### src/rtl/mem_access_unit.sv
// mem_access_unit
//   Sequential load/store unit sitting between the MEM stage and an Avalon-MM
//   data bus. One request is accepted at a time. Each request becomes one bus
//   beat, or two beats when the datum crosses a bus-word boundary. Load data is
//   assembled low byte first and then formatted: sign/zero extension, or the
//   LWL/LWR merge with rt. All bus outputs are registered and held while
//   waitrequest is high.
// Ports
//   i_clk, i_reset        clock, synchronous active-high reset
//   i_req_valid/o_req_ready, i_req_op/addr/rt   request handshake and fields
//   o_rsp_valid/data/err  one-cycle completion pulse with load result / error
//   o_avm_*               Avalon master: address, read, write, byteenable, writedata
//   i_avm_readdata, i_avm_waitrequest   Avalon read data and stall
module mem_access_unit #(
    parameter int DATA_WIDTH       = 32,
    parameter int ADDR_WIDTH       = 32,
    parameter bit ALLOW_MISALIGNED = 1'b1
) (
    input  logic                    i_clk,
    input  logic                    i_reset,
    input  logic                    i_req_valid,
    output logic                    o_req_ready,
    input  logic [3:0]              i_req_op,
    input  logic [ADDR_WIDTH-1:0]   i_req_addr,
    input  logic [31:0]             i_req_rt,
    output logic                    o_rsp_valid,
    output logic [31:0]             o_rsp_data,
    output logic                    o_rsp_err,
    output logic [ADDR_WIDTH-1:0]   o_avm_address,
    output logic                    o_avm_read,
    output logic                    o_avm_write,
    output logic [DATA_WIDTH/8-1:0] o_avm_byteenable,
    output logic [DATA_WIDTH-1:0]   o_avm_writedata,
    input  logic [DATA_WIDTH-1:0]   i_avm_readdata,
    input  logic                    i_avm_waitrequest
);
    localparam int LANES = DATA_WIDTH / 8;
    localparam int OFFW  = $clog2(LANES);

    typedef enum logic [1:0] {S_IDLE, S_BEAT1, S_BEAT2, S_RESP} state_t;

    function automatic logic op_legal(input logic [3:0] op);
        return (op <= 4'd6) || (op >= 4'd8 && op <= 4'd10);
    endfunction

    function automatic int op_size(input logic [3:0] op);
        case (op)
            4'd0, 4'd1, 4'd8: return 1;
            4'd2, 4'd3, 4'd9: return 2;
            default:          return 4;
        endcase
    endfunction

    function automatic logic op_lwlr(input logic [3:0] op);
        return (op == 4'd5) || (op == 4'd6);
    endfunction

    // LWL/LWR always touch the whole 32-bit word holding the address,
    // so their lane offset is word aligned and they never cross.
    function automatic int op_off(input logic [3:0] op, input logic [OFFW-1:0] lo);
        int o;
        o = int'(lo);
        if (op_lwlr(op)) o = o & ~3;
        return o;
    endfunction

    // Datum byte index carried by lane k: beat 1 starts at lane off,
    // beat 2 continues from lane 0 with the bytes beat 1 could not hold.
    function automatic logic [LANES-1:0] beat_be(input int off, input int size, input logic second);
        logic [LANES-1:0] be;
        int idx;
        be = '0;
        for (int k = 0; k < LANES; k++) begin
            idx   = k - off + (second ? LANES : 0);
            be[k] = (idx >= 0) && (idx < size);
        end
        return be;
    endfunction

    function automatic logic [DATA_WIDTH-1:0] beat_wd(input int off, input int size,
                                                      input logic second, input logic [31:0] rt);
        logic [DATA_WIDTH-1:0] wd;
        int idx;
        wd = '0;
        for (int k = 0; k < LANES; k++) begin
            idx = k - off + (second ? LANES : 0);
            if (idx >= 0 && idx < size) wd[8*k +: 8] = rt[8*idx +: 8];
        end
        return wd;
    endfunction

    function automatic logic [31:0] merge(input logic [31:0] ld, input logic [DATA_WIDTH-1:0] rd,
                                          input int off, input int size, input logic second);
        logic [31:0] m;
        int idx;
        m = ld;
        for (int k = 0; k < LANES; k++) begin
            idx = k - off + (second ? LANES : 0);
            if (idx >= 0 && idx < size) m[8*idx +: 8] = rd[8*k +: 8];
        end
        return m;
    endfunction

    function automatic logic [31:0] fmt(input logic [3:0] op, input logic [1:0] b,
                                        input logic [31:0] w, input logic [31:0] rt);
        int          bi;
        logic [31:0] keep;
        bi = int'(b);
        case (op)
            4'd0: return {{24{w[7]}}, w[7:0]};
            4'd1: return {24'd0, w[7:0]};
            4'd2: return {{16{w[15]}}, w[15:0]};
            4'd3: return {16'd0, w[15:0]};
            4'd5: begin
                // word bytes b..0 land in the top of rt; low 3-b rt bytes survive
                keep = (32'h1 << (8 * (3 - bi))) - 32'h1;
                return (w << (8 * (3 - bi))) | (rt & keep);
            end
            4'd6: begin
                // word bytes 3..b land in the bottom of rt; top b rt bytes survive
                keep = ~(32'hFFFF_FFFF >> (8 * bi));
                return (w >> (8 * bi)) | (rt & keep);
            end
            default: return w;
        endcase
    endfunction

    state_t                  r_state;
    logic [3:0]              r_op;
    logic [OFFW-1:0]         r_addr_lo;
    logic [31:0]             r_rt;
    logic [31:0]             r_ld;
    logic                    r_rsp_valid;
    logic                    r_rsp_err;
    logic [31:0]             r_rsp_data;
    logic [ADDR_WIDTH-1:0]   r_avm_address;
    logic                    r_avm_read;
    logic                    r_avm_write;
    logic [LANES-1:0]        r_avm_be;
    logic [DATA_WIDTH-1:0]   r_avm_wd;

    int          w_in_off, w_in_size, w_off, w_size;
    logic        w_in_err, w_cross;
    logic [31:0] w_ld_now, w_fmt;

    assign w_in_off  = op_off(i_req_op, i_req_addr[OFFW-1:0]);
    assign w_in_size = op_size(i_req_op);
    assign w_in_err  = !op_legal(i_req_op) ||
                       (!ALLOW_MISALIGNED && !op_lwlr(i_req_op) &&
                        ((int'(i_req_addr[1:0]) & (w_in_size - 1)) != 0));

    assign w_off    = op_off(r_op, r_addr_lo);
    assign w_size   = op_size(r_op);
    assign w_cross  = (w_off + w_size) > LANES;
    // Load bytes including whatever the beat completing this cycle returns.
    assign w_ld_now = merge(r_ld, i_avm_readdata, w_off, w_size, r_state == S_BEAT2);
    assign w_fmt    = r_op[3] ? 32'd0 : fmt(r_op, r_addr_lo[1:0], w_ld_now, r_rt);

    always_ff @(posedge i_clk) begin
        if (i_reset) begin
            r_state       <= S_IDLE;
            r_op          <= '0;
            r_addr_lo     <= '0;
            r_rt          <= '0;
            r_ld          <= '0;
            r_rsp_valid   <= 1'b0;
            r_rsp_err     <= 1'b0;
            r_rsp_data    <= '0;
            r_avm_address <= '0;
            r_avm_read    <= 1'b0;
            r_avm_write   <= 1'b0;
            r_avm_be      <= '0;
            r_avm_wd      <= '0;
        end else begin
            r_rsp_valid <= 1'b0;
            case (r_state)
                S_IDLE: if (i_req_valid) begin
                    r_op      <= i_req_op;
                    r_addr_lo <= i_req_addr[OFFW-1:0];
                    r_rt      <= i_req_rt;
                    r_ld      <= '0;
                    if (w_in_err) begin
                        r_state     <= S_RESP;
                        r_rsp_valid <= 1'b1;
                        r_rsp_err   <= 1'b1;
                        r_rsp_data  <= '0;
                    end else begin
                        r_state       <= S_BEAT1;
                        r_avm_address <= {i_req_addr[ADDR_WIDTH-1:OFFW], {OFFW{1'b0}}};
                        r_avm_read    <= !i_req_op[3];
                        r_avm_write   <= i_req_op[3];
                        r_avm_be      <= beat_be(w_in_off, w_in_size, 1'b0);
                        r_avm_wd      <= i_req_op[3] ? beat_wd(w_in_off, w_in_size, 1'b0, i_req_rt)
                                                     : '0;
                    end
                end
                S_BEAT1, S_BEAT2: if (!i_avm_waitrequest) begin
                    r_ld <= w_ld_now;
                    if (r_state == S_BEAT1 && w_cross) begin
                        r_state       <= S_BEAT2;
                        r_avm_address <= r_avm_address + ADDR_WIDTH'(LANES);
                        r_avm_be      <= beat_be(w_off, w_size, 1'b1);
                        r_avm_wd      <= r_op[3] ? beat_wd(w_off, w_size, 1'b1, r_rt) : '0;
                    end else begin
                        r_state     <= S_RESP;
                        r_avm_read  <= 1'b0;
                        r_avm_write <= 1'b0;
                        r_avm_be    <= '0;
                        r_avm_wd    <= '0;
                        r_rsp_valid <= 1'b1;
                        r_rsp_err   <= 1'b0;
                        r_rsp_data  <= w_fmt;
                    end
                end
                S_RESP: begin
                    r_state    <= S_IDLE;
                    r_rsp_err  <= 1'b0;
                    r_rsp_data <= '0;
                end
                default: r_state <= S_IDLE;
            endcase
        end
    end

    assign o_req_ready      = (r_state == S_IDLE);
    assign o_rsp_valid      = r_rsp_valid;
    assign o_rsp_data       = r_rsp_data;
    assign o_rsp_err        = r_rsp_err;
    assign o_avm_address    = r_avm_address;
    assign o_avm_read       = r_avm_read;
    assign o_avm_write      = r_avm_write;
    assign o_avm_byteenable = r_avm_be;
    assign o_avm_writedata  = r_avm_wd;
endmodule

### config.mk
export PLATFORM = sky130hd
export DESIGN_NAME = mem_access_unit
export DESIGN_NICKNAME = d
export VERILOG_FILES = /design/src/rtl/mem_access_unit.sv
export SDC_FILE = /design/constraint.sdc
export NUM_CORES = 1
export LEC_CHECK = 0
export BUFFER_PORTS_ARGS = -buffer_cell sky130_fd_sc_hd__buf_2
export CELL_PAD_IN_SITES_DETAIL_PLACEMENT = 1
export CELL_PAD_IN_SITES_GLOBAL_PLACEMENT = 1
export CORE_MARGIN = 10
export CORE_UTILIZATION = 46
export DETAILED_ROUTE_END_ITERATION = 7
export HOLD_SLACK_MARGIN = 0.12
export PLACE_DENSITY = 0.9
export SYNTH_ARGS = -nofsm -noshare
export SYNTH_HDL_FRONTEND = slang
export SYNTH_SLANG_ARGS = --single-unit
### constraint.sdc
create_clock -name i_clk -period 8.6 [get_ports i_clk]
set_input_delay 1.72 -clock i_clk [delete_from_list [all_inputs] [get_ports i_clk]]
set_output_delay 1.72 -clock i_clk [all_outputs]
set_load 0.01 [all_outputs]
* After elaboration in Yosys (flattened, before gate mapping)
Cells that the tools add are included.
Cells by class: $lt $le $gt $ge 28, shifts and indexed selects 20, reductions and logical operators 34, add/sub/neg operators 24, bitwise logic cells 5, equal/unequal tests 23, mux-type cells 69
Operator list (number):
- 2-to-1 mux 32 bit | 21
- greater-or-equal comparator 32 x 1 -> 1 bit, second input constant | 8
- < comparator 32 bit | 8
- one-hot mux 32 bit (2 select lines) | 3
- one-hot mux 32 bit (6 select lines) | 1
- negator 32 -> 33 bit | 4
- variable shift 8 x 33 -> 32 bit, first input constant | 4
- indexed part select 8 x 33 -> 32 bit | 4
- adder 32 bit | 4
- adder 32 x 4 -> 32 bit, second input constant | 4
- bitwise mux 32 bit | 4
- indexed part select 32 x 32 -> 8 bit | 4
- indexed part select 32 x 6 -> 8 bit | 4
- one-hot mux 32 bit (3 select lines) | 1
- bitwise AND 32 bit | 2
- 2-to-1 mux 8 bit | 8
- bitwise OR 32 bit | 2
- subtractor 3 x 32 -> 32 bit, first input constant | 2
- adder 32 x 3 -> 32 bit, second input constant | 1
- adder 32 x 4 -> 32 bit | 1
- greater-than comparator 32 x 4 -> 1 bit, second input constant | 1
- NOT 32 bit | 1
- left shift 1 x 32 -> 32 bit, first input constant | 1
- left shift 32 x 32 -> 32 bit | 1
- other kinds (41) | 109
Word-level totals: output and inout port bits 105, register bits after elaboration 176

* Depth between registers and ports, before layout
Gate-level depths: netlist (run 1).
word-level depth 22, mapped depth 22, gate-level depth less buffers 18

* Worst setup path after synthesis (run 1)
OpenSTA, ideal clock, no wires.
path type register to register, from reg r_op[1], to reg r_rsp_data[3], in the netlist o_rsp_data[3], clock period less this slack 5064 ps, setup time 59 ps, stages on the path, launching flop included 21, arrival time 5005 ps, path slack 3536 ps, cell sequence dfxtp_1 -> xnor2_1 -> o21ai_1 -> inv_1 -> buf_1 -> clkbuf_1 -> nand2_1 -> inv_1 -> ha_1 -> inv_1 -> ha_1 -> or4b_4 -> a211oi_4 -> nand3_2 -> buf_6 -> and3_4 -> o21a_1 -> or3_4 -> mux4_2 -> o221ai_1 -> and2_1
Between the ends: cells in the longest elaborated chain, start to end 22, elaborated cells between the ends (all ways) 67, those cells by class add/sub (13); order compare (9); eq/ne (8); shift (10); mux (15); bitwise (2); reduce/logical (10)
RTL lines:
- start, declared | RTL line 129 | logic [3:0] r_op;
- start signal, assigned | RTL line 178 | r_op <= i_req_op;
- == test 4 x 3 -> 1 bit
- logical OR 1 bit | RTL line 55 | return (op == 4'd5) || (op == 4'd6);
- 2-to-1 mux 2 bit | RTL line 63 | if (op_lwlr(op)) o = o & ~3;
- subtractor 1 x 32 -> 32 bit | RTL line 98 | idx = k - off + (second ? LANES : 0);
- adder 32 bit | RTL line 98
- negator 32 -> 33 bit | RTL line 99 | if (idx >= 0 && idx < size) m[8*idx +: 8] = rd[8*k +: 8];
- indexed part select 8 x 33 -> 32 bit or variable shift 8 x 33 -> 32 bit (tied branches) | RTL line 99
- bitwise mux 32 bit | RTL line 99
- (+6 left out)
- 2-to-1 mux 32 bit | RTL line 99
- left shift 32 x 32 -> 32 bit or right shift 32 x 5 -> 32 bit (tied branches) | RTL line 117, 122
- bitwise OR 32 bit (on tied branches) | RTL line 117, 122
- one-hot mux 32 bit (6 select lines) | RTL line 109 | case (op)
- 2-to-1 mux 32 bit | RTL line 157 | assign w_fmt = r_op[3] ? 32'd0 : fmt(r_op, r_addr_lo[1:0], w_ld_now, r_rt);
- 2-to-1 mux 32 bit | RTL line 199 | if (r_state == S_BEAT1 && w_cross) begin
- 2-to-1 mux 32 bit | RTL line 197 | S_BEAT1, S_BEAT2: if (!i_avm_waitrequest) begin
- one-hot mux 32 bit (3 select lines) | RTL line 176 | case (r_state)
- end signal, assigned | RTL line 212 | r_rsp_data <= w_fmt;
- end, declared | RTL line 135 | logic [31:0] r_rsp_data;
Parallel ways exist; a longest one is shown, timed or not. The select of a mux whose other input is x is not followed. A chain may end at the register's enable or synchronous reset.

* Worst setup path after layout (run 1)
from reg r_op[1], to reg r_rsp_data[10], in the netlist o_rsp_data[10]
The elaborated chain is that of the path after synthesis.

==> out/results.txt, run 1 <==
CP Class -> reg -> reg
Area delta synth->final -> 14.66%
Leak pwr -> 5.713 nW
Clk_lat worst skew -> 470 ps
Async S/R FF share, synth -> 0%
Final Power -> 5.046 mW
Worst vdd ir -> 0.1600 mV
Placement Rows -> 60
CORE AREA -> 27180 um2
Crit-path max FO -> 22
RSZ-0062 raised after global routing -> false
Final HPWL from detailed placement -> 46740 um
Startpoint types -> flop
Measured slew at the worst slew-check pin -> 1248 ps
Post-synth top area share -> 27.22%
Post-DR vias/cell -> 6.986
Final Max Slew Viols -> 0
HP Class -> reg -> reg
Worst Setup End Kind -> flop
Initial Util -> 47.09%
Clk sinks -> 174
WL final -> 63040 um
Gr usage total -> 34.57%
Full die area -> 34890 um2
Vias in the first global route -> 15510
Relative slew slack -> 16.58%
Synth Instances -> 1674
Post-synthesis cell area -> 12800 um2
Clock skew -> 18.15 ps
NumNets Final -> 1954
Die span in x -> 186.8 um
Vias -> 15300
I/O Buffers -> 206
Max-cap viol count -> 0
DIE HEIGHT -> 186.8 um
Yosys warning count -> 0
Final Hold Violating Endpoints -> 0
Minimum clock period -> 7015 ps
EDFF count, synth -> 0
Drt wl/cell -> 28.78 um
Final sum of negative setup slack -> 0 ps
CTS Hold Buffers Added -> 0
Yosys cell types -> 92
Setup violators final -> 0
Final GP Congestion -> 1.033
F_max -> 142.6 MHz
Seq cells post-synth -> 174
Total gr overflow -> 0
Post-synth top cells -> 229 x nand2_1, 177 x nor2_1, 174 x dfxtp_1
Yosys top cell by area -> dfxtp_1
Worst Path Required -> 8970 ps
Clk buf depth -> 2
CTS H-Tree Depth -> 4
Layout cells sized above 1 -> 19.45%
Cts repair resizes -> 0
Syn Area/Cell -> 7.645 um2
Status -> finished, final reports clean
Ports -> 209
Worst EP arrival -> 7380 ps
Sequential element share of the synthesized area -> 27.22%
First-pass GRT wire length -> 95660 um
Root Driver -> clkbuf_16
Most numerous cell in the Yosys netlist -> nand2_1
Ys flop type -> dfxtp_1
Synth top area cells -> dfxtp_1 27%, nand2_1 6.7%, a21oi_1 6.0%, nor2_1 5.2%, mux4_2 5.1%
Cts bufs inserted -> 17
Largest net degree at the start of global routing -> 86
Initial antenna violation count -> 3
# DRC -> 0
Initial DRC count -> 1848
Setup repair bufs after CTS -> 0
Power density over cell area -> 343.9 nW/um2
CTS tree -> yes
Final period utilization -> 81.56%
Clock-pin slew of the registers on the worst-case setup and hold paths -> 90 ps
Pre-antenna DRT Iters -> 6
ANT nets after route -> 0
[layer usage]
layer	share of wire (%)	up-vias	global-route usage, %
met5	0	-	0
met4	4.5	0	15.01
met3	10	198	9.348
met2	46	998	55.81
met1	39	7573	42.39
li1	-	6530	-
[logic make-up (layout without fill, tap and decap cells)]
logic type / Yosys count / count (layout) / share of synthesized area (%)
flops: 174 / 174 / 27.22
other cells: 1 / 5 / 0.02930
compound gates: 567 / 567 / 30.16
fa+ha+maj: 48 / 48 / 4.810
xor+xnor: 6 / 6 / 0.5280
buf+inv: 171 / 311 / 5.358
simple gates: 627 / 627 / 22.75
mux: 80 / 80 / 9.142
[area by class of cell]
cell class | count | area (um2)
Clock inverter | 14 | 175.2
Antenna cell | 3 | 7.507
Clock buffer | 18 | 439.2
Fill cell | 3444 | 12500
Timing Repair Buffer | 236 | 1259
Inverter | 43 | 161.4
Multi-Input combinational cell | 1330 | 8682
Sequential cell | 174 | 3483
Tap cell | 372 | 465.4
[path summary, 6_finish.rpt]
check,from,endpoint,slack [ps],cells after the start
min reg2reg,r_ld[18]$_SDFFE_PP0P_,r_ld[18]$_SDFFE_PP0P_,490,2
min,r_ld[18]$_SDFFE_PP0P_,r_ld[18]$_SDFFE_PP0P_,490,2
max,r_op[1]$_SDFFE_PP0P_,o_rsp_data[10]$_SDFFE_PP0P_,1590,15
max reg2reg,r_op[1]$_SDFFE_PP0P_,o_rsp_data[10]$_SDFFE_PP0P_,1590,15
[registers in the layout, summed over array words and instances, names as in the netlist]
| name | cells |
|---|---|
| o_avm_writedata | 32 |
| r_op | 4 |
| o_rsp_data | 32 |
| r_state | 2 |
| r_addr_lo | 2 |
| o_avm_read | 1 |
| r_ld | 32 |
| o_avm_write | 1 |
| r_rt | 32 |
| o_rsp_valid | 1 |
| o_rsp_err | 1 |
| o_avm_byteenable | 4 |
| o_avm_address | 30 |
[report_power, final]
part / internal, mW / switching [mW]
Combinational: 0.943 / 2.04
Clock: 0.425 / 0.412
Sequential: 1.01 / 0.211
Total: 2.38 / 2.67
[layout by cell type (no fill, tap or decap), types with 7 or more instances in the layout]
master and instances:
nor2b_1 17, and2_1 10, a32oi_1 16, a31oi_1 16
nand4_1 8, a211oi_1 46, o31ai_1 12, nand2_1 229
ha_1 45, inv_1 36, buf_2 205, a221oi_1 39
a311oi_1 13, buf_4 31, nor3_1 53, nand3_1 39
o22ai_1 32, o21ai_0 79, clkbuf_16 17, or2_2 10
a222oi_1 7, and3_1 17, nand2b_1 14, mux4_2 29
a22o_1 14, a21oi_1 153, a221o_1 8, dfxtp_1 174
a21o_1 10, and4_1 8, nor2_1 177, mux2i_1 46
o211ai_1 15, a22oi_1 43
[per-stage QoR]
stage | utilization, % | hold slack, ps | worst slack [ps] | area [um2] | cells
final | 53.99 | 485.1 | 1585 | 14670 | 2190
after CTS | 53.96 | 494.0 | 1853 | 14670 | 2187
after global placement | 51.70 | 463.7 | 2036 | 14050 | 2155
after floorplan | - | 446.7 | 3536 | 12800 | 1675
after global routing | 53.99 | 509.2 | 1326 | 14670 | 2190
after detailed placement | 51.70 | 472.0 | 1909 | 14050 | 2155
[worst max-delay path, cell delays in order (launching register included)]
cell	delay (ps)
dfxtp_1	620
xor2_1	960
a21oi_1	490
ha_1	990
inv_1	460
ha_1	400
nor2b_1	150
o21a_1	200
nor3_1	180
buf_4	250
or2_2	230
a211oi_1	90
a221oi_1	970
a21oi_1	310
a22o_1	270
a221o_1	320
Note: power is estimated with default switching activity, not from simulation.
==> run 2: changes to the inputs <==
CORE_UTILIZATION = 42   (was 46)
PLACE_DENSITY = 0.83   (was 0.9)
clock period = 6.7 ns   (was 8.6 ns; I/O delays follow)
==> run 2 against run 1 <==
  * Via count fell by 3.1%
  * Combinational power rose by 29%
  * Clock skew barely moved
  * Core utilization fell by 4.6 points
  * Clock-buffer cell count rose by 1
  * First-iteration DRC count fell by 31%
  * Power rose by 27%
  * Critical path depth rose by 1
  * Worst setup slack got worse by 870 ps
  * Maximum frequency rose by 17%
  * Non-clock buffer count rose by 16
  * Largest cell class unchanged
  * Largest power group unchanged
==> out/results.txt, run 2 (synthesis gave the netlist of run 1 again) <==
Leak pwr -> 5.769 nW
Biggest cell delay along the critical path -> 930 ps
Reg-to-reg endpoint -> o_rsp_data[0]$_SDFFE_PP0P_
Clk_lat worst skew -> 470 ps
Initial antenna violation count -> 1
F_max -> 167.2 MHz
Total gr overflow -> 0
Met3 routed wirelength -> 5506 um
Pre-antenna DRT Iters -> 6
ANT nets after route -> 0
Initial Util -> 42.84%
Sequential share of power -> 24.4%
Worst Path Required -> 7000 ps
CTS Hold Buffers Added -> 0
Root Driver -> clkbuf_16
Relative slew slack -> 21.72%
NumNets Final -> 1970
Final sum of negative setup slack -> 0 ps
Minimum clock period -> 5980 ps
First-pass GRT wire length -> 94100 um
I/O Buffers -> 206
R2R cell count -> 16
DIE HEIGHT -> 194.6 um
Clock-pin slew of the registers on the worst-case setup and hold paths -> 80 ps
CTS tree -> yes
Placed Cells -> 2189
Internal power -> 3.042 mW
# DRC -> 0
Cts bufs inserted -> 17
Full die area -> 37850 um2
Largest net degree at the start of global routing -> 87
CTS H-Tree Depth -> 4
Final Power -> 6.407 mW
Clk buf depth -> 2
Gr usage total -> 31.54%
Sw Share -> 52.53%
Final Hold Violating Endpoints -> 0
Final period utilization -> 89.25%
Vias in the first global route -> 15240
Most frequent cells in the layout -> 229 x nand2_1, 205 x buf_2, 177 x nor2_1
CP Depth -> 16
Crit-path max FO -> 15
Reg-to-reg setup timing slack -> 720 ps
Commonest non-fill, non-tap cell in the layout -> nand2_1
Worst EP arrival -> 6280 ps
Clock skew -> 18.59 ps
Setup violators final -> 0
Highest routed layer -> met4
CORE AREA -> 29870 um2
Status -> finished, final reports clean
Final GP Congestion -> 1.018
WL final -> 62520 um
Drt wl/cell -> 28.15 um
Setup repair bufs after CTS -> 0
Crit-path cells -> xor2_1 > buf_4 > a21oi_1 > buf_4 > ha_1 > inv_1 > ha_1 > xor3_1 > a211oi_4 > nand3_2 > nor2_1 > a21oi_1 > a222oi_1 > o211ai_1 > a211oi_1 > a2111oi_0
Worst Setup End Kind -> flop
Reg-to-Reg Start -> r_op[1]$_SDFFE_PP0P_
HP Class -> reg -> reg
Met1 WL -> 25360 um
CP Class -> reg -> reg
Worst path bufs/invs -> 3
Post-DR vias/cell -> 6.678
Slowest-stage cell, CP -> a222oi_1
Cts repair resizes -> 0
Startpoint types -> flop
Die span in x -> 194.6 um
Measured slew at the worst slew-check pin -> 1162 ps
Max-cap viol count -> 0
Layout cells sized above 1 -> 20.05%
CP Launch Point -> r_op[1]$_SDFFE_PP0P_
Worst setup path end -> o_rsp_data[0]$_SDFFE_PP0P_
Placement Rows -> 63
WL met2 -> 29270 um
Initial DRC count -> 1280
Final HPWL from detailed placement -> 47730 um
Clk sinks -> 174
Ports -> 209
RSZ-0062 raised after global routing -> false
Combinational group share of total power -> 60.2%
Final Max Slew Viols -> 0
Post-Layout Cell Count -> 2221
CP delay by family, top -> compound AO/OA/AOI/OAI gates
NetSw -> 3.365 mW
Power density over cell area -> 434.4 nW/um2
Clock power share -> 15.5%
Vias -> 14830
Worst vdd ir -> 0.2583 mV
Area delta synth->final -> 15.26%
[run 2: metrics by stage]
step	util [%]	cell area, um2	hold WS, ps	worst slack, ps
6_report	49.37	14750	480.5	720.4
5_1_grt	49.37	14750	509.9	391.9
4_1_cts	49.37	14750	481.9	937.8
3_5_place_dp	47.54	14200	463.9	967.6
3_3_place_gp	47.54	14200	440.2	988.1
2_1_floorplan	-	12800	446.7	1636
[run 2: worst min path at each step]
stage / cells after the start / endpoint / slack, ps / start
final: 2 / o_rsp_data[9]$_SDFFE_PP0P_ / 480 / o_rsp_data[9]$_SDFFE_PP0P_
after global routing: 2 / o_rsp_data[14]$_SDFFE_PP0P_ / 510 / o_rsp_data[14]$_SDFFE_PP0P_
after CTS: 2 / o_rsp_data[13]$_SDFFE_PP0P_ / 480 / o_rsp_data[13]$_SDFFE_PP0P_
after detailed placement: 2 / o_rsp_data[13]$_SDFFE_PP0P_ / 460 / o_rsp_data[13]$_SDFFE_PP0P_
after global placement: 2 / o_rsp_data[13]$_SDFFE_PP0P_ / 440 / o_rsp_data[13]$_SDFFE_PP0P_
after floorplan: 2 / r_ld[18]$_SDFFE_PP0P_ / 450 / r_ld[18]$_SDFFE_PP0P_
[run 2: final cells by class]
class / count / area (um2)
Antenna cell: 1 / 2.502
Clock buffer: 19 / 442.9
Clock inverter: 12 / 102.6
Fill cell: 3738 / 15120
Inverter: 43 / 161.4
Multi-Input combinational cell: 1330 / 8691
Sequential cell: 174 / 3483
Tap cell: 390 / 488.0
Timing Repair Buffer: 252 / 1379
[run 2: power by group through the flow]
stage	clock [mW]	sequential, mW	combinational, mW
after floorplan	0	1.59	2.28
after global routing	1.04	1.59	4.14
after CTS	1.00	1.55	3.75
final	0.991	1.56	3.86
after global placement	0	1.56	3.64
after detailed placement	0	1.57	3.73
[run 2: layer usage]
layer | track usage, % | up-vias
li1 | - | 6556
met1 | 38.09 | 7426
met2 | 51.33 | 703
met3 | 9.654 | 147
met4 | 12.27 | 0
met5 | 0 | -
[run 2: worst register-to-register path, cell delays in order, from the launching register on]
cell	delay, ps
dfxtp_1	620
xor2_1	150
buf_4	230
a21oi_1	150
buf_4	190
ha_1	600
inv_1	310
ha_1	560
xor3_1	450
a211oi_4	340
nand3_2	340
nor2_1	190
a21oi_1	150
a222oi_1	930
o211ai_1	260
a211oi_1	220
a2111oi_0	100
